## src/rtl/matching_pkg.sv

```systemverilog
// Shared definitions for the order book matcher: FSM states, the count-width
// helper and the empty-book price sentinels.
package matching_pkg;

  typedef enum logic {
    IDLE  = 1'b0,
    TRADE = 1'b1
  } state_t;

  // Width needed to hold a resting-order count in the range 0..depth.
  function automatic int count_w(input int depth);
    return $clog2(depth + 1);
  endfunction

  // Price reported by a side with no resting orders: 0 for bids, all-ones for asks.
  function automatic logic [63:0] empty_price(input int w, input bit is_bid);
    return is_bid ? 64'd0 : ((64'd1 << w) - 64'd1);
  endfunction

endpackage

```

## src/rtl/book_side.sv

```systemverilog
// One side of the limit order book. Orders are kept in arrival order in a
// compacted array (index 0 is oldest). Supports appending, subtracting a fill
// from one entry, and removing that entry with a one-edge shift-down.
// IS_BID selects a max-price search (bids) or a min-price search (asks).
module book_side
  import matching_pkg::*;
#(
  parameter int PRICE_W = 8,
  parameter int QTY_W   = 8,
  parameter int DEPTH   = 8,
  parameter bit IS_BID  = 1'b1,
  localparam int CW     = count_w(DEPTH),
  localparam int IW     = $clog2(DEPTH)
) (
  input  logic               clk,
  input  logic               reset,
  input  logic               ins_en,
  input  logic [PRICE_W-1:0] ins_price,
  input  logic [QTY_W-1:0]   ins_qty,
  input  logic               sub_en,
  input  logic [IW-1:0]      sub_idx,
  input  logic [QTY_W-1:0]   sub_qty,
  output logic [PRICE_W-1:0] best_price,
  output logic [IW-1:0]      best_idx,
  output logic [QTY_W-1:0]   best_qty,
  output logic [CW-1:0]      count,
  output logic               full
);

  localparam logic [PRICE_W-1:0] SENTINEL = PRICE_W'(empty_price(PRICE_W, IS_BID));

  logic [PRICE_W-1:0] price_reg [DEPTH];
  logic [QTY_W-1:0]   qty_reg   [DEPTH];
  logic [CW-1:0]      count_reg;
  logic               remove;
  logic               best_found;

  // A fill that consumes the whole entry removes it instead of leaving a zero.
  assign remove = (qty_reg[sub_idx] == sub_qty);

  // Storage update: fill/remove during a trade handshake, append otherwise.
  always_ff @(posedge clk) begin
    if (reset) begin
      count_reg <= '0;
    end else if (sub_en) begin
      if (remove) begin
        for (int i = 0; i < DEPTH - 1; i++) begin
          if (IW'(i) >= sub_idx) begin
            price_reg[i] <= price_reg[i+1];
            qty_reg[i]   <= qty_reg[i+1];
          end
        end
        count_reg <= count_reg - 1'b1;
      end else begin
        qty_reg[sub_idx] <= qty_reg[sub_idx] - sub_qty;
      end
    end else if (ins_en) begin
      for (int i = 0; i < DEPTH; i++) begin
        if (CW'(i) == count_reg) begin
          price_reg[i] <= ins_price;
          qty_reg[i]   <= ins_qty;
        end
      end
      count_reg <= count_reg + 1'b1;
    end
  end

  // Best-price search over valid entries; strict compare keeps the oldest on ties.
  always_comb begin
    best_found = 1'b0;
    best_price = SENTINEL;
    best_idx   = '0;
    best_qty   = '0;
    for (int i = 0; i < DEPTH; i++) begin
      if (CW'(i) < count_reg) begin
        if (!best_found ||
            (IS_BID ? (price_reg[i] > best_price) : (price_reg[i] < best_price))) begin
          best_found = 1'b1;
          best_price = price_reg[i];
          best_idx   = IW'(i);
          best_qty   = qty_reg[i];
        end
      end
    end
  end

  assign count = count_reg;
  assign full  = (count_reg == CW'(DEPTH));

endmodule

```

## src/rtl/order_book_matcher.sv

```systemverilog
// Price-time-priority limit order book matcher. Accepts buy/sell orders via
// valid/ready, and when the book is crossed emits one trade at a time at the
// bid/ask midpoint for the smaller of the two best quantities.
// Optional build macro ORDER_BOOK_STATS_EN adds saturating trade_count/volume.
module order_book_matcher
  import matching_pkg::*;
#(
  parameter int PRICE_W = 8,
  parameter int QTY_W   = 8,
  parameter int DEPTH   = 8,
  localparam int CW     = count_w(DEPTH)
) (
  input  logic               clk,
  input  logic               reset,
  input  logic               buy_valid,
  output logic               buy_ready,
  input  logic [PRICE_W-1:0] buy_price,
  input  logic [QTY_W-1:0]   buy_qty,
  input  logic               sell_valid,
  output logic               sell_ready,
  input  logic [PRICE_W-1:0] sell_price,
  input  logic [QTY_W-1:0]   sell_qty,
  output logic               trade_valid,
  input  logic               trade_ready,
  output logic [PRICE_W-1:0] trade_price,
  output logic [QTY_W-1:0]   trade_qty,
  output logic [PRICE_W-1:0] best_bid,
  output logic [PRICE_W-1:0] best_ask,
  output logic [CW-1:0]      bid_count,
  output logic [CW-1:0]      ask_count
`ifdef ORDER_BOOK_STATS_EN
  ,
  output logic [31:0]        trade_count,
  output logic [31:0]        volume
`endif
);

  localparam int IW = $clog2(DEPTH);

  state_t             state_reg;
  logic [IW-1:0]      bid_idx_reg;
  logic [IW-1:0]      ask_idx_reg;
  logic               trade_valid_reg;
  logic [PRICE_W-1:0] trade_price_reg;
  logic [QTY_W-1:0]   trade_qty_reg;

  logic               bid_full;
  logic               ask_full;
  logic [IW-1:0]      best_bid_idx;
  logic [IW-1:0]      best_ask_idx;
  logic [QTY_W-1:0]   best_bid_qty;
  logic [QTY_W-1:0]   best_ask_qty;
  logic               buy_ins;
  logic               sell_ins;
  logic               crossed;
  logic               trade_fire;
  logic [PRICE_W:0]   price_sum;

  assign buy_ready  = (state_reg == IDLE) && !bid_full;
  assign sell_ready = (state_reg == IDLE) && !ask_full;

  // Zero-quantity orders complete the handshake but are never stored.
  assign buy_ins    = buy_valid && buy_ready && (buy_qty != '0);
  assign sell_ins   = sell_valid && sell_ready && (sell_qty != '0);
  assign trade_fire = trade_valid_reg && trade_ready;
  assign crossed    = (bid_count != '0) && (ask_count != '0) && (best_bid >= best_ask);
  assign price_sum  = {1'b0, best_bid} + {1'b0, best_ask};

  book_side #(
    .PRICE_W (PRICE_W),
    .QTY_W   (QTY_W),
    .DEPTH   (DEPTH),
    .IS_BID  (1'b1)
  ) u_bids (
    .clk        (clk),
    .reset      (reset),
    .ins_en     (buy_ins),
    .ins_price  (buy_price),
    .ins_qty    (buy_qty),
    .sub_en     (trade_fire),
    .sub_idx    (bid_idx_reg),
    .sub_qty    (trade_qty_reg),
    .best_price (best_bid),
    .best_idx   (best_bid_idx),
    .best_qty   (best_bid_qty),
    .count      (bid_count),
    .full       (bid_full)
  );

  book_side #(
    .PRICE_W (PRICE_W),
    .QTY_W   (QTY_W),
    .DEPTH   (DEPTH),
    .IS_BID  (1'b0)
  ) u_asks (
    .clk        (clk),
    .reset      (reset),
    .ins_en     (sell_ins),
    .ins_price  (sell_price),
    .ins_qty    (sell_qty),
    .sub_en     (trade_fire),
    .sub_idx    (ask_idx_reg),
    .sub_qty    (trade_qty_reg),
    .best_price (best_ask),
    .best_idx   (best_ask_idx),
    .best_qty   (best_ask_qty),
    .count      (ask_count),
    .full       (ask_full)
  );

  // Matching FSM: latch a crossed pair in IDLE, present it until consumed in TRADE.
  always_ff @(posedge clk) begin
    if (reset) begin
      state_reg       <= IDLE;
      bid_idx_reg     <= '0;
      ask_idx_reg     <= '0;
      trade_valid_reg <= 1'b0;
      trade_price_reg <= '0;
      trade_qty_reg   <= '0;
    end else begin
      case (state_reg)
        IDLE: begin
          if (crossed) begin
            bid_idx_reg     <= best_bid_idx;
            ask_idx_reg     <= best_ask_idx;
            trade_price_reg <= PRICE_W'(price_sum >> 1);
            trade_qty_reg   <= (best_bid_qty < best_ask_qty) ? best_bid_qty : best_ask_qty;
            trade_valid_reg <= 1'b1;
            state_reg       <= TRADE;
          end
        end
        TRADE: begin
          if (trade_ready) begin
            trade_valid_reg <= 1'b0;
            state_reg       <= IDLE;
          end
        end
        default: state_reg <= IDLE;
      endcase
    end
  end

  assign trade_valid = trade_valid_reg;
  assign trade_price = trade_price_reg;
  assign trade_qty   = trade_qty_reg;

`ifdef ORDER_BOOK_STATS_EN
  logic [31:0] trade_count_reg;
  logic [31:0] volume_reg;
  logic [32:0] volume_sum;

  assign volume_sum = {1'b0, volume_reg} + 33'(trade_qty_reg);

  // Saturating trade statistics, bumped on every trade handshake.
  always_ff @(posedge clk) begin
    if (reset) begin
      trade_count_reg <= '0;
      volume_reg      <= '0;
    end else if (trade_fire) begin
      if (trade_count_reg != '1) begin
        trade_count_reg <= trade_count_reg + 32'd1;
      end
      volume_reg <= volume_sum[32] ? '1 : volume_sum[31:0];
    end
  end

  assign trade_count = trade_count_reg;
  assign volume      = volume_reg;
`endif

endmodule

```

## config.mk

```make
export PLATFORM = sky130hd
export DESIGN_NAME = order_book_matcher
export DESIGN_NICKNAME = d
export VERILOG_FILES = /design/src/rtl/matching_pkg.sv /design/src/rtl/book_side.sv /design/src/rtl/order_book_matcher.sv
export SDC_FILE = /design/constraint.sdc
export NUM_CORES = 1
export LEC_CHECK = 0
export BUFFER_PORTS_ARGS = -buffer_cell sky130_fd_sc_hd__buf_2
export CAP_MARGIN = 20
export CELL_PAD_IN_SITES_DETAIL_PLACEMENT = 0
export CELL_PAD_IN_SITES_GLOBAL_PLACEMENT = 1
export CORE_AREA = 4 4 299 301
export DETAILED_ROUTE_END_ITERATION = 7
export DIE_AREA = 0 0 303 305
export GPL_TIMING_DRIVEN = 1
export HOLD_SLACK_MARGIN = 0.06
export PLACE_DENSITY_LB_ADDON = 0.1
export SETUP_SLACK_MARGIN = 0.4
export SLEW_MARGIN = 40
export SYNTH_ARGS = -nofsm -noshare
export SYNTH_HDL_FRONTEND = slang
export SYNTH_SLANG_ARGS = --single-unit
export TNS_END_PERCENT = 30
```

## constraint.sdc

```tcl
create_clock -name clk -period 19.2 [get_ports clk]
set_input_delay 0 -clock clk [delete_from_list [all_inputs] [get_ports clk]]
set_output_delay 0 -clock clk [all_outputs]
set_load 0.1 [all_outputs]
```

## Yosys cells after proc, flatten, opt, wreduce, memory -nomap -nowiden

Memories as Yosys holds them, arrays and structs flattened. A register that Yosys moved wholly into a read port is not among the register bits.
Index checks and enable logic that the tools add are counted.
Widths: inputs -> output; s select.

- $add $sub $neg: 7
- $lt $le $gt $ge: 46
- Eq/ne operators: 22
- Muxes and demuxes: 335
- Bitwise gates (word level): 29
- Reductions and logical operators: 57

Operator list:

| kind | number |
|---|---|
| $mux 8 | 95 |
| $mux 1 | 196 |
| $mux 3 | 36 |
| $lt 8x8->1 | 8 |
| $gt 8x8->1 | 7 |
| $reduce_or 8->1 | 6 |
| $eq 3x4->1 const A | 8 |
| $lt 3x4->1 const A | 8 |
| $or 1x1->1 | 28 |
| $mux 4 | 6 |
| $ge 3x3->1 const A | 6 |
| $eq 2x4->1 const A | 4 |
| $eq 8x8->1 | 2 |
| $logic_not 1->1 | 16 |
| $lt 1x4->1 const A | 4 |
| $lt 2x4->1 const A | 4 |
| $reduce_bool 8->1 | 2 |
| $sub 8x8->8 | 2 |
| $logic_or 1x1->1 | 14 |
| $ge 1x3->1 const A | 4 |
| $ge 2x3->1 const A | 4 |
| $add 8x8->9 | 1 |
| $logic_and 1x1->1 | 9 |
| $add 4x1->4 const B | 2 |
| other kinds (12) | 24 |

- Register bits after elaboration: 32
- RAM bits: 256
- Bits of input ports: 37
- Output and inout bits: 43
- Word-level logic and storage cells: 508
- Memories kept: 4

Memory list:

| memory | depth | bits a word | read ports | clocked after Yosys merged registers in | wr ports | line | text |
|---|---|---|---|---|---|---|---|
| u_asks.price_reg | 8 | 8 | 8 | 0 | 7 | book_side.sv:32 | `logic [PRICE_W-1:0] price_reg [DEPTH];` |
| u_asks.qty_reg | 8 | 8 | 9 | 1 | 7 | book_side.sv:33 | `logic [QTY_W-1:0] qty_reg [DEPTH];` |
| u_bids.price_reg | 8 | 8 | 8 | 0 | 7 | book_side.sv:32 |  |
| u_bids.qty_reg | 8 | 8 | 9 | 1 | 7 | book_side.sv:33 |  |

## Logic depth before layout (Yosys ltp)

Gate-level depths: netlist of run 1.

- Depth after elaboration: 35
- Depth in mapped cells: 86
- Mapped depth without buffers: 75

## By module

A second synthesis of run 1 with hierarchy kept.

- Cell total of the unflattened synthesis: 2220
- Area total of the unflattened synthesis: 22231.3 um^2

Modules (own cells, without submodules):

| module | instances | cells each | area an instance (um^2) | sequential area each (um^2) |
|---|---|---|---|---|
| book_side (u_bids) | 1 | 981 | 10209.8 | 3923.8 |
| book_side (u_asks) | 1 | 1025 | 10204.8 | 3923.8 |
| order_book_matcher | 1 | 214 | 1816.7 | 480.5 |

## Worst setup path before layout of run 1

OpenSTA, ideal clock, no wires.

- Kind: reg-to-reg
- Start point: register u_bids.count_reg[0] (netlist: u_bids.count[0])
- End point: register trade_qty_reg[2] (netlist: trade_qty[2])
- Data arrival time: 18.048 ns
- Setup slack: 1.069 ns
- Stages on the path, launching flop included: 82
- Path buffers: 14
- Cells stage by stage: dfxtp_1 -> inv_1 -> ha_1 -> or3b_1 -> clkbuf_1 -> buf_1 -> nand2_1 -> ha_1 -> and3_1 -> and4_1 -> a211oi_1 -> o21a_1 -> clkbuf_1 -> clkbuf_1 -> nand2_1 -> o21ai_0 -> inv_1 -> ha_1 -> [46 not listed] -> o21ai_0 -> a21o_1 -> clkbuf_1 -> clkbuf_1 -> o22ai_1 -> a21oi_1 -> ha_1 -> nand2_1 -> a21oi_1 -> o21bai_1 -> a21oi_1 -> nor2_1 -> o21bai_1 -> a21boi_1 -> inv_1 -> nor4_1 -> a31oi_4 -> o221ai_1

- Word-level cells in the longest chain between the ends: 33
- Elaborated cells between the ends (all ways): 79
- Those cells by class: order compare: 17; mux: 44; reduce/logical: 18

RTL lines:

| item | line | text |
|---|---|---|
| start: declaration | book_side.sv:34 | `logic [CW-1:0] count_reg;` |
| start signal: assignment | book_side.sv:53 | `count_reg <= count_reg - 1'b1;` |
| start signal: assignment | book_side.sv:64 | `count_reg <= count_reg + 1'b1;` |
| $lt 1x4->1 | book_side.sv:75 | `if (CW'(i) < count_reg) begin` |
| $mux 8 / $mux 1 (equally long branches) | book_side.sv:75 |  |
| $gt 8x8->1 / $logic_not 1->1 (equally long branches) | book_side.sv:77, book_side.sv:76 |  |
| $logic_or 1x1->1 | book_side.sv:76 | `if (!best_found \|\|` |
| $mux 8 / $mux 1 (equally long branches) | book_side.sv:76 |  |
| $mux 8 / $mux 1 (equally long branches) | book_side.sv:75 |  |
| $gt 8x8->1 / $logic_not 1->1 (equally long branches) | book_side.sv:77, book_side.sv:76 |  |
| $logic_or 1x1->1 | book_side.sv:76 |  |
| [18 not listed] | -- |  |
| $gt 8x8->1 / $logic_not 1->1 (equally long branches) | book_side.sv:77, book_side.sv:76 |  |
| $logic_or 1x1->1 | book_side.sv:76 |  |
| $mux 8 | book_side.sv:76 |  |
| $mux 8 (*) | book_side.sv:75 |  |
| net best_bid[0] | order_book_matcher.sv:27 | `output logic [PRICE_W-1:0] best_bid,` |
| $ge 8x8->1 (*) | order_book_matcher.sv:66 | `assign crossed = (bid_count != '0) && (ask_count != '0) && (best_bid >= best_ask);` |
| $logic_and 1x1->1 (*) | order_book_matcher.sv:66 |  |
| $reduce_and 2->1 (no source line) (*) | -- |  |
| end signal: assignment | order_book_matcher.sv:127 | `trade_qty_reg <= (best_bid_qty < best_ask_qty) ? best_bid_qty : best_ask_qty;` |
| end: declaration | order_book_matcher.sv:45 | `logic [QTY_W-1:0] trade_qty_reg;` |

The timed path passes the listed nets; every way through them passes the cells marked *.
A chain may end at the register's enable or synchronous reset.

## Final worst setup path of run 1

- Start point: register u_asks.count_reg[1] (netlist: u_asks.count[1])
- End point: register trade_valid_reg (netlist: trade_valid)

- Word-level cells in the longest chain between the ends: 34
- Elaborated cells between the ends (all ways): 63
- Those cells by class: order compare: 16; eq/ne: 1; mux: 28; reduce/logical: 18

RTL lines:

| item | line | text |
|---|---|---|
| start: declaration | book_side.sv:34 |  |
| start signal: assignment | book_side.sv:53 |  |
| start signal: assignment | book_side.sv:64 |  |
| $lt 1x4->1 | book_side.sv:75 |  |
| $mux 8 / $mux 1 (equally long branches) | book_side.sv:75 |  |
| $lt 8x8->1 / $logic_not 1->1 (equally long branches) | book_side.sv:77, book_side.sv:76 |  |
| $logic_or 1x1->1 | book_side.sv:76 |  |
| $mux 8 / $mux 1 (equally long branches) | book_side.sv:76 |  |
| $mux 8 / $mux 1 (equally long branches) | book_side.sv:75 |  |
| $lt 8x8->1 / $logic_not 1->1 (equally long branches) | book_side.sv:77, book_side.sv:76 |  |
| $logic_or 1x1->1 | book_side.sv:76 |  |
| [18 not listed] | -- |  |
| $lt 8x8->1 / $logic_not 1->1 (equally long branches) | book_side.sv:77, book_side.sv:76 |  |
| $logic_or 1x1->1 | book_side.sv:76 |  |
| $mux 8 | book_side.sv:76 |  |
| $mux 8 | book_side.sv:75 |  |
| $ge 8x8->1 | order_book_matcher.sv:66 |  |
| $logic_and 1x1->1 (*) | order_book_matcher.sv:66 |  |
| $ne 2x2->1 (no source line) (*) | -- |  |
| $reduce_and 2->1 (no source line) (*) | -- |  |
| end signal: assignment | order_book_matcher.sv:117 | `trade_valid_reg <= 1'b0;` |
| end signal: assignment | order_book_matcher.sv:128 | `trade_valid_reg <= 1'b1;` |
| end signal: assignment | order_book_matcher.sv:134 | `trade_valid_reg <= 1'b0;` |
| end: declaration | order_book_matcher.sv:43 | `logic trade_valid_reg;` |

Every way passes the cells marked *; elsewhere a longest branch is shown, timed or not.

==> flow_summary.yaml, run 1 <==
pwr:
  power.sequential.fraction: 0.282
  cellLeakagePower_nw: 9.60
  totalPowerFinal_mw: 2.64
  p_per_area_mw_per_mm2: 105
  combinational_cell_fraction_of_total_power: 0.415
  clock_power_share: 0.304
  worst_ir_drop_vdd_v: 0.000115
  power_switching_mw: 1.08
  swShare: 0.410
  p_int_mw: 1.56
timing:
  rsz0062_at_grt: "true"
  fin_worst_skew_ns: 0.0184
  relSlewSlack: 0.463
  timing.final.crit_share: 0.912
  timing.final.crit_period_ns: 17.52
  finalHoldViolations: 0
  timing.setup.tns_ns: 0
  finalMaxSlewViolations: 0
  timing_worst_slew_pin_value_ns: 0.803
  timing.hold.ws_ns: 0.152
  finalSetupViolCount: 0
  fmax_mhz: 57.1
logic_synthesis:
  mappedNetlistNets: 2302
  yosysWarningCount: 0
  asyncSetResetFlopFracSynth: 0
  postSynthAreaPerCell_um2: 10.2
  synth_enable_flop_cells: 256
  syn_inst: 2112
  syn_area_mm2: 0.0215
  synth-main-ff-cell: "sky130_fd_sc_hd__edfxtp_1"
  netlist-cell-type-count: 84
  synth_seq_area_share: 0.393
  yosys_register_bits: 294
global_routing:
  overflow: 0
  antenna_violations_before_repair: 4
  grt_pass1_vias: 16900
  global_route.usage.total: 0.166
  grt_start_max_net_pins: 41
  grt_first_pass_wirelength_mm: 116
min_path:
  worstHoldPathCells: 4
  worstHoldPathType: "input pin to flip-flop"
  destination_of_the_worst_hold_path: "u_asks.count[1]$_SDFFE_PP0P_"
  hold_start: "sell_valid"
route:
  routedWlPerCell_um: 23.0
  ant_nets: 0
  dr_total_vias: 16800
  dr.pass1.iters: 5
  remaining_design_rule_violation_count: 0
  vias_per_cell: 4.97
  drtIter0Drc: 1082
  routed_wl_mm: 77.9
worst_setup_path:
  timing.critical_path.required_ns: 19.70
  cp_data_arrival_time_ns: 18.02
  path_common_cell: "sky130_fd_sc_hd__ha_1"
  reg2regPathDepth: 67
  timing.critical_path.to_type: "flip-flop"
  ff2ff_setup_slack_ns: 1.68
  criticalPathCategory: "flip-flop to flip-flop"
  path_buf_inv: 12
  crit_start: "u_asks.count[1]$_SDFFE_PP0P_"
  worst_reg2reg_startpoint: "u_asks.count[1]$_SDFFE_PP0P_"
  critical-path-max-stage-delay_ns: 0.55
  slowest_stage: "sky130_fd_sc_hd__dlygate4sd3_1"
  timing.rr.end: "trade_valid$_SDFFE_PP0P_"
  timing.critical_path.from_type: "flip-flop"
  worstPathMaxFanout: 35
  critPathTopFamily: "compound AO/OA/AOI/OAI gates"
layout:
  mostFrequentLayoutCell: "sky130_fd_sc_hd__edfxtp_1"
  final_net_count: 2382
  fillCellCount: 8955
  area_of_the_multi_input_gates_mm2: 0.0125
  synthToLayoutAreaGrowth_pct: 17.4
  layout_cells_sized_above_1: 0.238
  register_area_mm2: 0.00845
  final_cell_mix: "sky130_fd_sc_hd__edfxtp_1, sky130_fd_sc_hd__mux2_2, sky130_fd_sc_hd__nand2_1"
clock_tree:
  clkLatencyLatePin_ns: 0.58
  tritoncts: "done"
  cts_inserted_buffers: 42
  cts_max_level: 2
  numClockSinks: 294
  clkSlewWorstSetupHoldPaths_ns: 0.05
  cts.path.max_buffers: 3
  root_buffer: "sky130_fd_sc_hd__clkbuf_16"
place:
  buffer_ports.inserted: 79
  place.detailed.hpwl_mm: 59.4
  gp_routability_congestion: 0.813
floorplan:
  die_y_um: 305
  design.portCount: 80
  floorplan.rows: 108
  starting_density_of_the_core: 0.248
  design.core.area_mm2: 0.0866
  die-area_mm2: 0.0924
  floorplan.die.width_um: 303
outcome:
  run_status: "finished clean"
run:
  maxCapViolations: 0
-- final cells by class --
cell class,count,share of cell area
Inverter,108,0.0161
Tap cell,1155,0.0573
Multi-Input combinational cell,1590,0.494
Clock inverter,19,0.00744
Clock buffer,58,0.0477
Timing Repair Buffer,156,0.0427
Antenna cell,2,0.000198
Sequential cell,294,0.335
-- worst max-delay path by stage --
stage	to	cells past startpoint
2_1_floorplan	trade_qty[2]$_SDFFE_PP0P_	81
3_3_place_gp	trade_qty[6]$_SDFFE_PP0P_	71
3_5_place_dp	trade_qty[2]$_SDFFE_PP0P_	71
4_1_cts	trade_qty[4]$_SDFFE_PP0P_	71
5_1_grt	trade_qty[3]$_SDFFE_PP0P_	75
6_report	trade_valid$_SDFFE_PP0P_	67
-- worst min-delay path: cells and delay by family --
kind / cells / cell delay, ns
compound gates: 2 / 0.36
buf+inv: 1 / 0.16
simple gates: 1 / 0.13
-- per-stage QoR --
step	area, um^2	std cells	util	worst slack (ns)
detailed placement	23300	3262	0.269	0.368
global route	25200	3380	0.291	0.382
CTS	25100	3375	0.290	0.400
finish	25200	3382	0.291	1.68
global placement	23200	3261	0.268	0.160
floorplan	21500	2112	-	1.07
-- metal layers --
| metal | global-route usage | part of all wire |
|---|---|---|
| met1 | 0.252 | 0.51 |
| met2 | 0.250 | 0.43 |
| met3 | 0.0233 | 0.038 |
| met4 | 0.0299 | 0.016 |
| met5 | 0 | 0 |
-- synth_stat cells (23+ instances only) --
| cell type | number | area [um^2] |
|---|---|---|
| sky130_fd_sc_hd__nor2_1 | 146 | 548 |
| sky130_fd_sc_hd__clkbuf_1 | 99 | 372 |
| sky130_fd_sc_hd__mux4_2 | 32 | 721 |
| sky130_fd_sc_hd__nand2_1 | 198 | 743 |
| sky130_fd_sc_hd__a21oi_1 | 148 | 741 |
| sky130_fd_sc_hd__ha_1 | 150 | 1880 |
| sky130_fd_sc_hd__mux2i_1 | 63 | 631 |
| sky130_fd_sc_hd__inv_1 | 108 | 405 |
| sky130_fd_sc_hd__a211oi_1 | 35 | 263 |
| sky130_fd_sc_hd__o221ai_1 | 23 | 201 |
| sky130_fd_sc_hd__mux2_2 | 232 | 2610 |
| sky130_fd_sc_hd__nor2b_1 | 23 | 144 |
| sky130_fd_sc_hd__dfxtp_1 | 38 | 761 |
| sky130_fd_sc_hd__a21o_1 | 41 | 308 |
| sky130_fd_sc_hd__o21ai_0 | 169 | 846 |
| sky130_fd_sc_hd__o211ai_1 | 23 | 173 |
| sky130_fd_sc_hd__edfxtp_1 | 256 | 7690 |
-- kinds of logic (layout without fill, tap and decap cells) --
kind of cell               Yosys count  in the layout  share of synthesized area
muxes                              328            328                      0.185
other                                0              2                          0
adders and majority gates          153            153                     0.0902
AOI/OAI and AO/OA                  564            565                      0.167
DFF                                294            294                      0.393
xor gates and xnor gates            28             28                     0.0114
buffers and inverters              229            341                     0.0411
and+or+nand+nor                    516            516                      0.112
-- timing repair --
action | in CTS | in global routing
endpoints found under the setup margin | 7 | 30
gates cloned | 0 | 1
pin swaps | 0 | 1
hold buffers | 36 | 0
setup buffers | 0 | 4
resized for setup | 1 | 16
hold endpoints to repair | 249 | 0
-- power groups by stage --
stage	clock, mW	combinational [mW]	sequential [mW]
3_5_place_dp	0	1.09	0.757
5_1_grt	0.854	1.21	0.747
4_1_cts	0.829	1.10	0.744
3_3_place_gp	0	1.07	0.757
6_report	0.803	1.10	0.744
2_1_floorplan	0	0.740	0.770
Note: power is estimated with default switching activity, not from simulation.
==> run 2, diff against run 1 <==
--- a/config.mk
+++ b/config.mk
@@ -9,11 +9,11 @@
 export CAP_MARGIN = 20
 export CELL_PAD_IN_SITES_DETAIL_PLACEMENT = 0
 export CELL_PAD_IN_SITES_GLOBAL_PLACEMENT = 1
-export CORE_AREA = 4 4 299 301
+export CORE_AREA = 4 4 273 329
 export DETAILED_ROUTE_END_ITERATION = 7
-export DIE_AREA = 0 0 303 305
+export DIE_AREA = 0 0 277 333
 export GPL_TIMING_DRIVEN = 1
-export HOLD_SLACK_MARGIN = 0.06
+export HOLD_SLACK_MARGIN = 0.12
 export PLACE_DENSITY_LB_ADDON = 0.1
 export SETUP_SLACK_MARGIN = 0.4
 export SLEW_MARGIN = 40
==> constraint.sdc (replaced) <==
create_clock -name clk -period 16.84 [get_ports clk]
set_input_delay 0 -clock clk [delete_from_list [all_inputs] [get_ports clk]]
set_output_delay 0 -clock clk [all_outputs]
set_load 0.1 [all_outputs]
==> run 2 against run 1 <==
Register-to-register slack got worse by 0.27 ns. Clock power rose by 5.1%. First-iteration DRC count fell by 5.4%. Non-clock buffer count rose by 21. Sequential power rose by 14%. Worst setup slack got worse by 0.27 ns. Via count rose by 0.92%. Largest power group unchanged. Combinational power rose by 19%. Worst hold slack improved by 0.16 ns. Flip-flop and latch count did not move. Sequential share of layout area fell by 0.41 points.
==> flow_summary.yaml, run 2 (same netlist as run 1, synthesis figures left out) <==
outcome:
  run_status: "finished clean"
route:
  remaining_design_rule_violation_count: 0
  vias_per_cell: 5.02
  routedWlPerCell_um: 22.6
  dr.pass1.iters: 5
  drtIter0Drc: 1024
  routed_wl_mm: 76.5
  ant_nets: 0
  dr_total_vias: 17000
timing:
  timing.final.crit_share: 0.916
  fin_worst_skew_ns: 0.0222
  rsz0062_at_grt: "false"
  timing.setup.tns_ns: 0
  finalMaxSlewViolations: 0
  relSlewSlack: 0.431
  timing.final.crit_period_ns: 15.42
  timing_worst_slew_pin_value_ns: 0.849
  fmax_mhz: 64.8
  finalHoldViolations: 0
  finalSetupViolCount: 0
pwr:
  combinational_cell_fraction_of_total_power: 0.437
  totalPowerFinal_mw: 3.00
  power_switching_mw: 1.22
  power.sequential.fraction: 0.282
  p_per_area_mw_per_mm2: 117
  p_int_mw: 1.78
  worst_ir_drop_vdd_v: 0.0000682
  clock_power_share: 0.281
  swShare: 0.408
  cellLeakagePower_nw: 9.68
clock_tree:
  numClockSinks: 294
  clkLatencyLatePin_ns: 0.56
  tritoncts: "done"
  cts.path.max_buffers: 3
  cts_max_level: 2
  root_buffer: "sky130_fd_sc_hd__clkbuf_16"
  clkSlewWorstSetupHoldPaths_ns: 0.06
  cts_inserted_buffers: 41
worst_setup_path:
  timing.critical_path.from_type: "flip-flop"
  timing.critical_path.required_ns: 17.31
  path_buf_inv: 8
  ff2ff_setup_slack_ns: 1.42
  criticalPathCategory: "flip-flop to flip-flop"
  reg2regPathDepth: 67
  cp_num_cells: 67
  path_common_cell: "sky130_fd_sc_hd__ha_1"
  critical-path-max-stage-delay_ns: 0.46
  critPathTopFamily: "compound AO/OA/AOI/OAI gates"
  timing.critical_path.to_type: "flip-flop"
  slowest_stage: "sky130_fd_sc_hd__or4_4"
  cp_data_arrival_time_ns: 15.89
  worstPathMaxFanout: 22
  timing.rr.end: "trade_qty[3]$_SDFFE_PP0P_"
  worst_reg2reg_startpoint: "u_asks.count[1]$_SDFFE_PP0P_"
min_path:
  worstHoldPathCells: 2
  hold_start: "buy_price[6]"
  destination_of_the_worst_hold_path: "u_bids.price_reg[1][30]$_DFFE_PP_"
  worstHoldPathType: "input pin to flip-flop"
layout:
  mostFrequentLayoutCell: "sky130_fd_sc_hd__edfxtp_1"
  final_cell_mix: "sky130_fd_sc_hd__edfxtp_1, sky130_fd_sc_hd__mux2_2, sky130_fd_sc_hd__nand2_1"
  layout_cells_sized_above_1: 0.256
  final_net_count: 2401
  synthToLayoutAreaGrowth_pct: 19.0
floorplan:
  starting_density_of_the_core: 0.249
  die_y_um: 333
  floorplan.die.width_um: 277
  design.core.area_mm2: 0.0862
  floorplan.rows: 118
  design.portCount: 80
  die-area_mm2: 0.0922
global_routing:
  grt_first_pass_wirelength_mm: 113
  overflow: 0
  grt_pass1_vias: 17200
  antenna_violations_before_repair: 1
  grt_start_max_net_pins: 41
  global_route.usage.total: 0.160
place:
  place.detailed.hpwl_mm: 59.7
  buffer_ports.inserted: 79
  gp_routability_congestion: 0.821
run:
  maxCapViolations: 0
run 2: how the worst max path moves through the flow:
stage | slack, ns | to | from
global placement | 0.39 | trade_qty[3]$_SDFFE_PP0P_ | u_asks.count[1]$_SDFFE_PP0P_
global route | 0.38 | trade_qty[3]$_SDFFE_PP0P_ | u_bids.count[1]$_SDFFE_PP0P_
floorplan | 0.46 | trade_qty[2]$_SDFFE_PP0P_ | u_bids.count[0]$_SDFFE_PP0P_
detailed placement | 0.02 | trade_qty[3]$_SDFFE_PP0P_ | u_asks.count[1]$_SDFFE_PP0P_
finish | 1.42 | trade_qty[3]$_SDFFE_PP0P_ | u_asks.count[1]$_SDFFE_PP0P_
CTS | 0.41 | trade_qty[3]$_SDFFE_PP0P_ | u_asks.count[1]$_SDFFE_PP0P_
run 2: worst register-to-register path: cells and delay by family, from the launching register on:
family	cells	cell delay, ns
compound gates	32	7.16
fa+ha+maj	9	2.45
buf+inv	8	1.05
flops	1	0.36
mux	4	1.42
simple gates	14	2.89
run 2: timing repair:
action                                  CTS  global route
resized for setup                         3            44
pin swaps                                 0             5
endpoints found under the setup margin   28            31
hold buffers                             36             0
hold endpoints to repair                283             0
setup buffers                             4             7
run 2: cell type report:
cell class | count | area [um^2]
multi-input cells | 1589 | 12600
inverters | 108 | 405
clock inverters | 15 | 119
repair buffers | 177 | 1390
clock buffers | 58 | 1130
fillers | 8998 | 60600
diodes | 2 | 5.00
flip-flops and latches | 294 | 8460
well taps | 1140 | 1430
run 2: per-stage QoR:
stage	util	setup slack (ns)	instances	instance area [um^2]	hold WS (ns)
floorplan	-	0.457	2112	21600	0.0989
global placement	0.273	0.386	3261	23600	0.325
CTS	0.294	0.407	3374	25300	0.269
finish	0.297	1.42	3383	25600	0.314
global route	0.297	0.383	3381	25600	0.300
detailed placement	0.274	0.0241	3261	23700	0.323
run 2: power groups by stage:
stage / Clock [mW] / Sequential (mW) / Combinational [mW]
global placement: 0 / 0.861 / 1.28
detailed placement: 0 / 0.860 / 1.30
global route: 0.901 / 0.849 / 1.44
floorplan: 0 / 0.879 / 0.856
CTS: 0.876 / 0.845 / 1.31
finish: 0.844 / 0.846 / 1.31
run 2: layer usage:
layer / wire (um) / track usage / up-vias
li1: - / - / 8163
met1: 32800 / 0.196 / 8420
met2: 39600 / 0.299 / 301
met3: 2530 / 0.0206 / 87
met4: 1590 / 0.0368 / 0
met5: 0 / 0 / -
==> run 3, diff against run 2 <==
--- a/config.mk
+++ b/config.mk
@@ -15,6 +15,7 @@
 export GPL_TIMING_DRIVEN = 1
 export HOLD_SLACK_MARGIN = 0.12
 export PLACE_DENSITY_LB_ADDON = 0.1
+export RECOVER_POWER = 100
 export SETUP_SLACK_MARGIN = 0.4
 export SLEW_MARGIN = 40
 export SYNTH_ARGS = -nofsm -noshare
==> constraint.sdc (replaced) <==
create_clock -name clk -period 14.1 [get_ports clk]
set_input_delay 0 -clock clk [delete_from_list [all_inputs] [get_ports clk]]
set_output_delay 0 -clock clk [all_outputs]
set_load 0.1 [all_outputs]
==> run 3 against run 2 <==
The run now ends with capacitance limit, slew limit left. Worst setup slack worse by 1.3 ns. Maximum frequency is 11% higher. Utilization is 4.0 points higher. Clock-buffer cell count stayed put. Via count is 6.8% higher. Die area stayed put. Largest power group unchanged. Register-to-register slack worse by 1.3 ns. First-iteration DRC count is 3.6% higher. Global-route usage is 0.92 points higher. Sequential power is 19% higher. Cell area is 14% higher. Critical path type unchanged.
==> flow_summary.yaml, run 3 (same netlist as run 1, synthesis figures left out) <==
place:
  numPlacedInstances: 3413
  gp_routability_congestion: 0.814
  dpl_worst_slack_ns: -1.02
  buffer_ports.inserted: 79
  place.detailed.hpwl_mm: 61.9
  post_dp_cell_area_mm2: 0.0252
worst_setup_path:
  timing.critical_path.to_type: "flip-flop"
  criticalPathCategory: "flip-flop to flip-flop"
  timing.critical_path.required_ns: 14.52
  cp_data_arrival_time_ns: 14.36
  slowest_stage: "sky130_fd_sc_hd__or4_4"
  worstPathMaxFanout: 7
  timing.critical_path.from_type: "flip-flop"
  path_common_cell: "sky130_fd_sc_hd__buf_4"
  critical-path-max-stage-delay_ns: 0.45
floorplan:
  die-area_mm2: 0.0922
  die_y_um: 333
  design.core.area_mm2: 0.0862
  floorplan.die.width_um: 277
  starting_density_of_the_core: 0.249
  floorplan.rows: 118
  design.portCount: 80
global_routing:
  grt_start_max_net_pins: 41
  antenna_violations_before_repair: 1
  global_route.usage.total: 0.169
  grt_pass1_vias: 18700
  grt_first_pass_wirelength_mm: 121
  overflow: 0
route:
  vias_per_cell: 4.95
  routed_wl_mm: 81.4
  drtIter0Drc: 1061
  dr_total_vias: 18100
  ant_nets: 0
  remaining_design_rule_violation_count: 0
  routedWlPerCell_um: 22.3
  dr.pass1.iters: 6
timing:
  timing.setup.tns_ns: 0
  finalMaxSlewViolations: 70
  fmax_mhz: 71.7
  finalSetupViolCount: 0
  timing_worst_slew_pin_value_ns: 1.88
  relSlewSlack: -0.255
  final_critical_path_setup_slack_ns: 0.160
  timing.final.crit_period_ns: 13.94
  timing.final.crit_share: 0.989
  timing.hold.ws_ns: 0.393
  fin_worst_skew_ns: 0.0268
  finalHoldViolations: 0
  rsz0062_at_grt: "true"
pwr:
  p_per_area_mw_per_mm2: 143
  cellLeakagePower_nw: 11.0
  worst_ir_drop_vdd_v: 0.0000907
  totalPowerFinal_mw: 4.15
outcome:
  violated_checks: "capacitance limit, slew limit"
  run_status: "finished, violations left"
clock_tree:
  cts_max_level: 2
  numClockSinks: 294
  cts.path.max_buffers: 3
  clkSlewWorstSetupHoldPaths_ns: 0.06
  root_buffer: "sky130_fd_sc_hd__clkbuf_16"
  clkLatencyLatePin_ns: 0.57
  cts_inserted_buffers: 40
  tritoncts: "done"
layout:
  final_cell_mix: "sky130_fd_sc_hd__buf_4, sky130_fd_sc_hd__edfxtp_1, sky130_fd_sc_hd__mux2_2"
  final_net_count: 2680
  synthToLayoutAreaGrowth_pct: 35.2
  layout.cell_area.non_filler_mm2: 0.0291
  postLayoutCoreUtil: 0.337
  layout_cells_sized_above_1: 0.368
  fillCellCount: 8780
  diodes: 0
  mostFrequentLayoutCell: "sky130_fd_sc_hd__buf_4"
  final-instance-count-excl-fill: 3660
min_path:
  worstHoldPathType: "input pin to flip-flop"
run:
  maxCapViolations: 4
-- run 3: cell count changes in the layout (fill, tap and decap cells not counted), moves of 33 or more --
cell / delta
sky130_fd_sc_hd__buf_2: -44
sky130_fd_sc_hd__buf_4: +227
sky130_fd_sc_hd__clkbuf_1: +64
sky130_fd_sc_hd__ha_1: -40
sky130_fd_sc_hd__ha_4: +36
sky130_fd_sc_hd__o21ai_0: -33
-- run 3: power breakdown --
| group | internal [mW] | total (mW) | switching, mW |
|---|---|---|---|
| Sequential | 0.976 | 1.01 | 0.0370 |
| Combinational | 0.919 | 2.09 | 1.17 |
| Clock | 0.618 | 1.04 | 0.425 |
| Total | 2.51 | 4.15 | 1.63 |
-- run 3: path summary, 6_finish.rpt --
check | startpoint | end | slack [ns] | depth (start not counted)
setup / recovery | u_asks.count[0]$_SDFFE_PP0P_ | trade_qty[1]$_SDFFE_PP0P_ | 0.16 | 82
hold / removal | trade_ready | trade_valid$_SDFFE_PP0P_ | 0.39 | 5
setup reg to reg | u_asks.count[0]$_SDFFE_PP0P_ | trade_qty[1]$_SDFFE_PP0P_ | 0.16 | 82
hold reg to reg | trade_qty[6]$_SDFFE_PP0P_ | trade_qty[6]$_SDFFE_PP0P_ | 0.53 | 2
-- run 3: per-layer routing --
layer	GRT usage	part of all wire	vias to the layer above
li1	-	-	8738
met1	0.203	0.41	8947
met2	0.326	0.54	353
met3	0.0176	0.029	90
met4	0.0374	0.021	0
met5	0	0	-
-- run 3: worst max-delay path: cells and delay by family (launching register included) --
kind / cells / cell delay, ns
buffers and inverters: 43 / 5.22
AO/OA/AOI/OAI: 23 / 4.81
AND/OR/NAND/NOR: 8 / 1.53
adder cells (fa/ha/maj): 6 / 1.25
multiplexers: 2 / 0.67
flip-flops: 1 / 0.35
-- run 3: area by class of cell --
class | instances | area [um^2] | area share
Inverter | 108 | 415 | 0.0143
Clock inverter | 14 | 149 | 0.00512
Multi-Input combinational cell | 1591 | 13800 | 0.475
Clock buffer | 58 | 1140 | 0.0393
Sequential cell | 294 | 8470 | 0.291
Timing Repair Buffer | 455 | 3650 | 0.126
Tap cell | 1140 | 1430 | 0.0491
-- run 3: what timing repair did --
action,CTS,global route
pin swaps,50,62
cloned,6,3
endpoints found under the hold margin,282,0
setup endpoints to repair,39,44
setup buffers,86,44
resized for setup,85,157
hold buffers,36,0
